<file path="src/rtl/ff_bank_pkg.sv">
// ff_bank_pkg -- shared definitions for the ff_bank flip-flop bank.
//   Mode encodings (MODE_SR, MODE_JK, MODE_D, MODE_T).
//   Default channel count and illegal-event counter width.
//   A helper that decodes the illegal SR input combination.
package ff_bank_pkg;

  localparam logic [1:0] MODE_SR = 2'b00;
  localparam logic [1:0] MODE_JK = 2'b01;
  localparam logic [1:0] MODE_D  = 2'b10;
  localparam logic [1:0] MODE_T  = 2'b11;

  localparam int DEFAULT_WIDTH = 8;
  localparam int DEFAULT_CNT_W = 8;

  // S and R asserted together in SR mode is the only illegal input combination.
  function automatic logic is_illegal(input logic [1:0] mode, input logic a, input logic b);
    return (mode == MODE_SR) && a && b;
  endfunction

endpackage

</file>
<file path="src/rtl/ff_cell.sv">
// ff_cell -- one configurable SR/JK/D/T flip-flop channel.
// Ports:
//   clk       : clock, rising edge
//   reset     : synchronous active-high reset (q -> 0)
//   en_i      : update enable
//   mode_i    : channel mode (SR/JK/D/T)
//   a_i, b_i  : S/J/D/T and R/K inputs
//   q_o       : registered state
//   illegal_o : combinational strobe, high when this channel sees an
//               enabled illegal SR input this cycle
module ff_cell
  import ff_bank_pkg::*;
(
  input  logic       clk,
  input  logic       reset,
  input  logic       en_i,
  input  logic [1:0] mode_i,
  input  logic       a_i,
  input  logic       b_i,
  output logic       q_o,
  output logic       illegal_o
);

  logic q_q;
  logic q_d;

  always_comb begin
    q_d = q_q;
    case (mode_i)
      MODE_SR: begin
        // 11 is illegal: keep state rather than produce an unknown value
        case ({a_i, b_i})
          2'b01:   q_d = 1'b0;
          2'b10:   q_d = 1'b1;
          default: q_d = q_q;
        endcase
      end
      MODE_JK: begin
        case ({a_i, b_i})
          2'b01:   q_d = 1'b0;
          2'b10:   q_d = 1'b1;
          2'b11:   q_d = ~q_q;
          default: q_d = q_q;
        endcase
      end
      MODE_D:  q_d = a_i;
      default: q_d = a_i ? ~q_q : q_q;
    endcase
  end

  always_ff @(posedge clk) begin
    if (reset) begin
      q_q <= 1'b0;
    end else if (en_i) begin
      q_q <= q_d;
    end
  end

  assign q_o       = q_q;
  assign illegal_o = en_i && is_illegal(mode_i, a_i, b_i);

endmodule

</file>
<file path="src/rtl/ff_bank.sv">
// ff_bank -- WIDTH independent SR/JK/D/T flip-flops sharing one mode,
// with sticky per-channel illegal-input flags.
// Optional feature macro: FF_BANK_ERR_CNT_EN adds the saturating
// illegal-cycle counter err_cnt (and parameter CNT_W).
// Ports:
//   clk      : clock, rising edge
//   reset    : synchronous active-high reset
//   en       : update enable (clr_err still acts when low)
//   mode     : shared mode 00 SR, 01 JK, 10 D, 11 T
//   a, b     : per-channel inputs
//   clr_err  : clears err (and err_cnt)
//   q, qn    : channel state and its complement
//   err      : sticky illegal flags
//   err_cnt  : saturating count of cycles with any illegal channel
module ff_bank
  import ff_bank_pkg::*;
#(
  parameter int WIDTH = DEFAULT_WIDTH
`ifdef FF_BANK_ERR_CNT_EN
  , parameter int CNT_W = DEFAULT_CNT_W
`endif
) (
  input  logic             clk,
  input  logic             reset,
  input  logic             en,
  input  logic [1:0]       mode,
  input  logic [WIDTH-1:0] a,
  input  logic [WIDTH-1:0] b,
  input  logic             clr_err,
  output logic [WIDTH-1:0] q,
  output logic [WIDTH-1:0] qn,
  output logic [WIDTH-1:0] err
`ifdef FF_BANK_ERR_CNT_EN
  , output logic [CNT_W-1:0] err_cnt
`endif
);

  logic [WIDTH-1:0] illegal_vec;
  logic [WIDTH-1:0] err_q;
  logic [WIDTH-1:0] err_d;

  generate
    for (genvar gi = 0; gi < WIDTH; gi++) begin : g_cell
      ff_cell u_cell (
        .clk       (clk),
        .reset     (reset),
        .en_i      (en),
        .mode_i    (mode),
        .a_i       (a[gi]),
        .b_i       (b[gi]),
        .q_o       (q[gi]),
        .illegal_o (illegal_vec[gi])
      );
    end
  endgenerate

  assign qn = ~q;

  // Clear first, then OR in new events so a same-edge illegal input wins.
  assign err_d = (clr_err ? '0 : err_q) | illegal_vec;

  always_ff @(posedge clk) begin
    if (reset) begin
      err_q <= '0;
    end else begin
      err_q <= err_d;
    end
  end

  assign err = err_q;

`ifdef FF_BANK_ERR_CNT_EN
  localparam logic [CNT_W-1:0] CNT_MAX = '1;

  logic             any_illegal;
  logic [CNT_W-1:0] cnt_q;
  logic [CNT_W-1:0] cnt_d;

  assign any_illegal = |illegal_vec;

  always_comb begin
    cnt_d = cnt_q;
    if (clr_err) begin
      // An illegal cycle coinciding with the clear is counted as the first one.
      cnt_d = any_illegal ? CNT_W'(1) : '0;
    end else if (any_illegal && (cnt_q != CNT_MAX)) begin
      cnt_d = cnt_q + CNT_W'(1);
    end
  end

  always_ff @(posedge clk) begin
    if (reset) begin
      cnt_q <= '0;
    end else begin
      cnt_q <= cnt_d;
    end
  end

  assign err_cnt = cnt_q;
`endif

endmodule

</file>
<file path="config.mk">
export PLATFORM = sky130hd
export DESIGN_NAME = ff_bank
export DESIGN_NICKNAME = d
export VERILOG_FILES = /design/src/rtl/ff_bank_pkg.sv /design/src/rtl/ff_cell.sv /design/src/rtl/ff_bank.sv
export SDC_FILE = /design/constraint.sdc
export NUM_CORES = 1
export LEC_CHECK = 0
export CAP_MARGIN = 5
export CORE_MARGIN = 2
export CORE_UTILIZATION = 52
export CTS_BUF_LIST = sky130_fd_sc_hd__clkbuf_16
export CTS_CLUSTER_SIZE = 24
export DETAILED_ROUTE_END_ITERATION = 6
export GPL_TIMING_DRIVEN = 0
export PLACE_DENSITY = 0.81
export RECOVER_POWER = 50
export SLEW_MARGIN = 20
export SYNTH_ARGS = -nofsm -noshare
export SYNTH_HDL_FRONTEND = slang
export SYNTH_HIERARCHICAL = 1
export SYNTH_SLANG_ARGS = --single-unit
</file>
<file path="constraint.sdc">
create_clock -name clk -period 3.64 [get_ports clk]
set_input_delay 0.364 -clock clk [delete_from_list [all_inputs] [get_ports clk]]
set_output_delay 0.364 -clock clk [all_outputs]
set_load 0.01 [all_outputs]
</file>
==> load_flow_metrics.sql <==
INSERT INTO impl_metrics (metric_group, metric, value, unit) VALUES
('logic_synthesis', 'synth-seq-area-share', '19.08', '%'),
('power_and_ir_drop', 'share_comb_of_total_power', '29.9', '%'),
('finish', 'fin_area', '2260', 'µm²'),
('logic_synthesis', 'yosys.cell_types.count', '26', ''),
('grt', 'grt_antenna_before_repair', '0', ''),
('timing', 'worst_pin_slew', '0.9633', 'ns'),
('power_and_ir_drop', 'power_switching_share', '26.37', '%'),
('power_and_ir_drop', 'power-per-cell-area', '251.1', 'nW/µm²'),
('place', 'dpl-instance-area', '2185', 'µm²'),
('grt', 'grt.total_usage', '18.27', '%'),
('critical_path', 'setup.worst_path.class', 'in2reg', ''),
('logic_synthesis', 'synth-warning-count', '6', ''),
('logic_synthesis', 'synth_nets', '252', ''),
('finish', 'final.fill_count', '250', ''),
('critical_path', 'cpLargestDelayFamily', 'buffers and inverters', ''),
('timing', 'final_period_demand_of_the_worst_path', '2.656', 'ns'),
('floorplan', 'ios', '46', ''),
('clock_tree', 'cts-htree-levels', '1', ''),
('min_path', 'min-delay-path-class', 'reg2reg', ''),
('drt', 'route.detailed.drc', '0', ''),
('logic_synthesis', 'synth_edf_count', '0', ''),
('logic_synthesis', 'asyncSetResetFlopFracSynth', '0', '%'),
('place', 'port_buffers', '45', ''),
('drt', 'dr_total_vias', '1469', ''),
('critical_path', 'cp.arrival', '2.77', 'ns'),
('place', 'place_congestion', '0.7921', ''),
('logic_synthesis', 'synth_top_area_share', '20.86', '%'),
('run', 'drv_cap', '0', ''),
('clock_tree', 'hold_buffers', '0', ''),
('critical_path', 'crit_path_top_delay_cell', 'clkdlybuf4s50_1', ''),
('status', 'status', 'completed', ''),
('logic_synthesis', 'ys.flop_type', 'dfxtp_1', ''),
('floorplan', 'core', '3053', 'µm²'),
('timing', 'setup_violations', '0', ''),
('finish', 'finish.utilization', '74.02', '%'),
('floorplan', 'num_rows', '20', ''),
('clock_tree', 'clk_path_buf_depth', '2', ''),
('grt', 'grt_overflow_total', '0', ''),
('power_and_ir_drop', 'total_switching_power', '0.1496', 'mW'),
('timing', 'setup_tns', '0', 'ns'),
('clock_tree', 'clk-insertion-delay-late', '0.24', 'ns'),
('logic_synthesis', 'synth_area_leader_cell', 'ha_1', ''),
('timing', 'finalHoldViolCount', '0', ''),
('logic_synthesis', 'flop_and_latch_count_out_of_synthesis', '16', ''),
('logic_synthesis', 'synth_area_per_cell', '8.312', 'µm²'),
('floorplan', 'chipWidth', '60.83', 'µm'),
('critical_path', 'cp_data_required_time', '3.75', 'ns'),
('finish', 'antenna-diode-count', '0', ''),
('timing', 'clock-skew-final', '0', 'ns'),
('critical_path', 'cp.buffers_inverters', '2', ''),
('place', 'hpwl', '2468', 'µm'),
('logic_synthesis', 'ys_top_cells_by_area', 'ha_1, dfxtp_1, inv_1', ''),
('clock_tree', 'cts_tree', 'built', ''),
('power_and_ir_drop', 'seqPwrFrac', '34.0', '%'),
('finish', 'final_common_cell', 'inv_1', ''),
('critical_path', 'path_max_fanout', '24', ''),
('timing', 'unrepaired_setup_endpoints_after_global_routing', 'false', ''),
('clock_tree', 'clockRootBuffer', 'clkbuf_16', ''),
('power_and_ir_drop', 'internal_power_contribution', '0.4178', 'mW'),
('clock_tree', 'clk_pin_slew_worst_paths', '0.05', 'ns'),
('grt', 'pin_count_of_the_biggest_net_entering_global_routing', '25', ''),
('drt', 'ant_nets', '0', ''),
('finish', 'area.growth.synth_to_final', '34.58', '%'),
('timing', 'maxClockFrequency', '376.4', 'MHz'),
('clock_tree', 'postCtsSetupBuffers', '0', ''),
('finish', 'finalNetCount', '302', ''),
('power_and_ir_drop', 'power.clock.fraction', '36.1', '%'),
('clock_tree', 'cts-buffers-inserted', '3', ''),
('power_and_ir_drop', 'leakage', '1.065', 'nW'),
('drt', 'postRouteWirelength', '3174', 'µm'),
('logic_synthesis', 'post_synth_inst_count', '202', '');
[metrics by stage]
stage | std cells | setup slack [ns]
final | 294 | 0.9835
after global routing | 294 | 0.8178
after CTS | 294 | 1.001
after detailed placement | 291 | 0.7327
after global placement | 291 | 0.7768
after floorplan | 202 | 2.167
[registers in the layout, summed over array words and instances (netlist names)]
name and flops:
err 8, g_cell.u_cell/q_o 8
[routing by layer]
layer	up-vias	track usage [%]	routed length, µm
li1	782	-	-
met2	26	30.88	1450
met1	661	25.64	1620
met5	-	0	0
met4	0	3.727	0
met3	0	1.279	103
[cells in the mapped netlist, drive strengths merged (8+ instances only)]
master and instances:
nand2b 10, inv 38, nor2 17, ha 28, dfxtp 16, a21oi 17
or2b 8, nand2 8
[logic make-up (layout without fill, tap and decap cells)]
family / after synthesis / count (layout) / share of synthesized area, %
buffers and inverters: 39 / 87 / 8.793
adder cells (fa/ha/maj): 28 / 28 / 20.86
flip-flops: 16 / 16 / 19.08
AND/OR/NAND/NOR: 65 / 65 / 22.58
AO/OA/AOI/OAI: 47 / 47 / 24.52
multiplexers: 7 / 7 / 4.173
[path summary, 6_finish.rpt]
path                                           start              endpoint  slack (ns)  cells after the start
worst max-delay path                         mode[0]  g_cell[3].u_cell/q_o        0.98                      7
worst min-delay path                          err[4]                err[4]        0.47                      2
worst max register to register  g_cell[0].u_cell/q_o  g_cell[0].u_cell/q_o        2.53                      4
worst min register to register                err[4]                err[4]        0.47                      2
[worst register-to-register path: cells and delay by family, from the launching register on]
family           cells  cell delay (ns)
flip-flops           1             0.42
AO/OA/AOI/OAI        2             0.38
AND/OR/NAND/NOR      2             0.19
[final cells by class]
cell class                 instances  area [µm²]  share of cell area (%)
tap                               44       55.05                   2.436
buffer                             1       5.005                  0.2215
sequential                        16       320.3                   14.17
timing repair buffer              45       450.4                   19.93
multi-input combinational        147        1211                   53.60
inverter                          38       142.6                   6.312
clock buffer                       3       75.07                   3.322
[power groups by stage]
stage | combinational (mW) | sequential (mW) | clock [mW]
5_1_grt | 0.190 | 0.194 | 0.216
4_1_cts | 0.176 | 0.193 | 0.212
6_report | 0.170 | 0.193 | 0.205
3_5_place_dp | 0.175 | 0.197 | 0
2_1_floorplan | 0.0913 | 0.198 | 0
3_3_place_gp | 0.172 | 0.197 | 0
(Power assumes the default switching activity.)
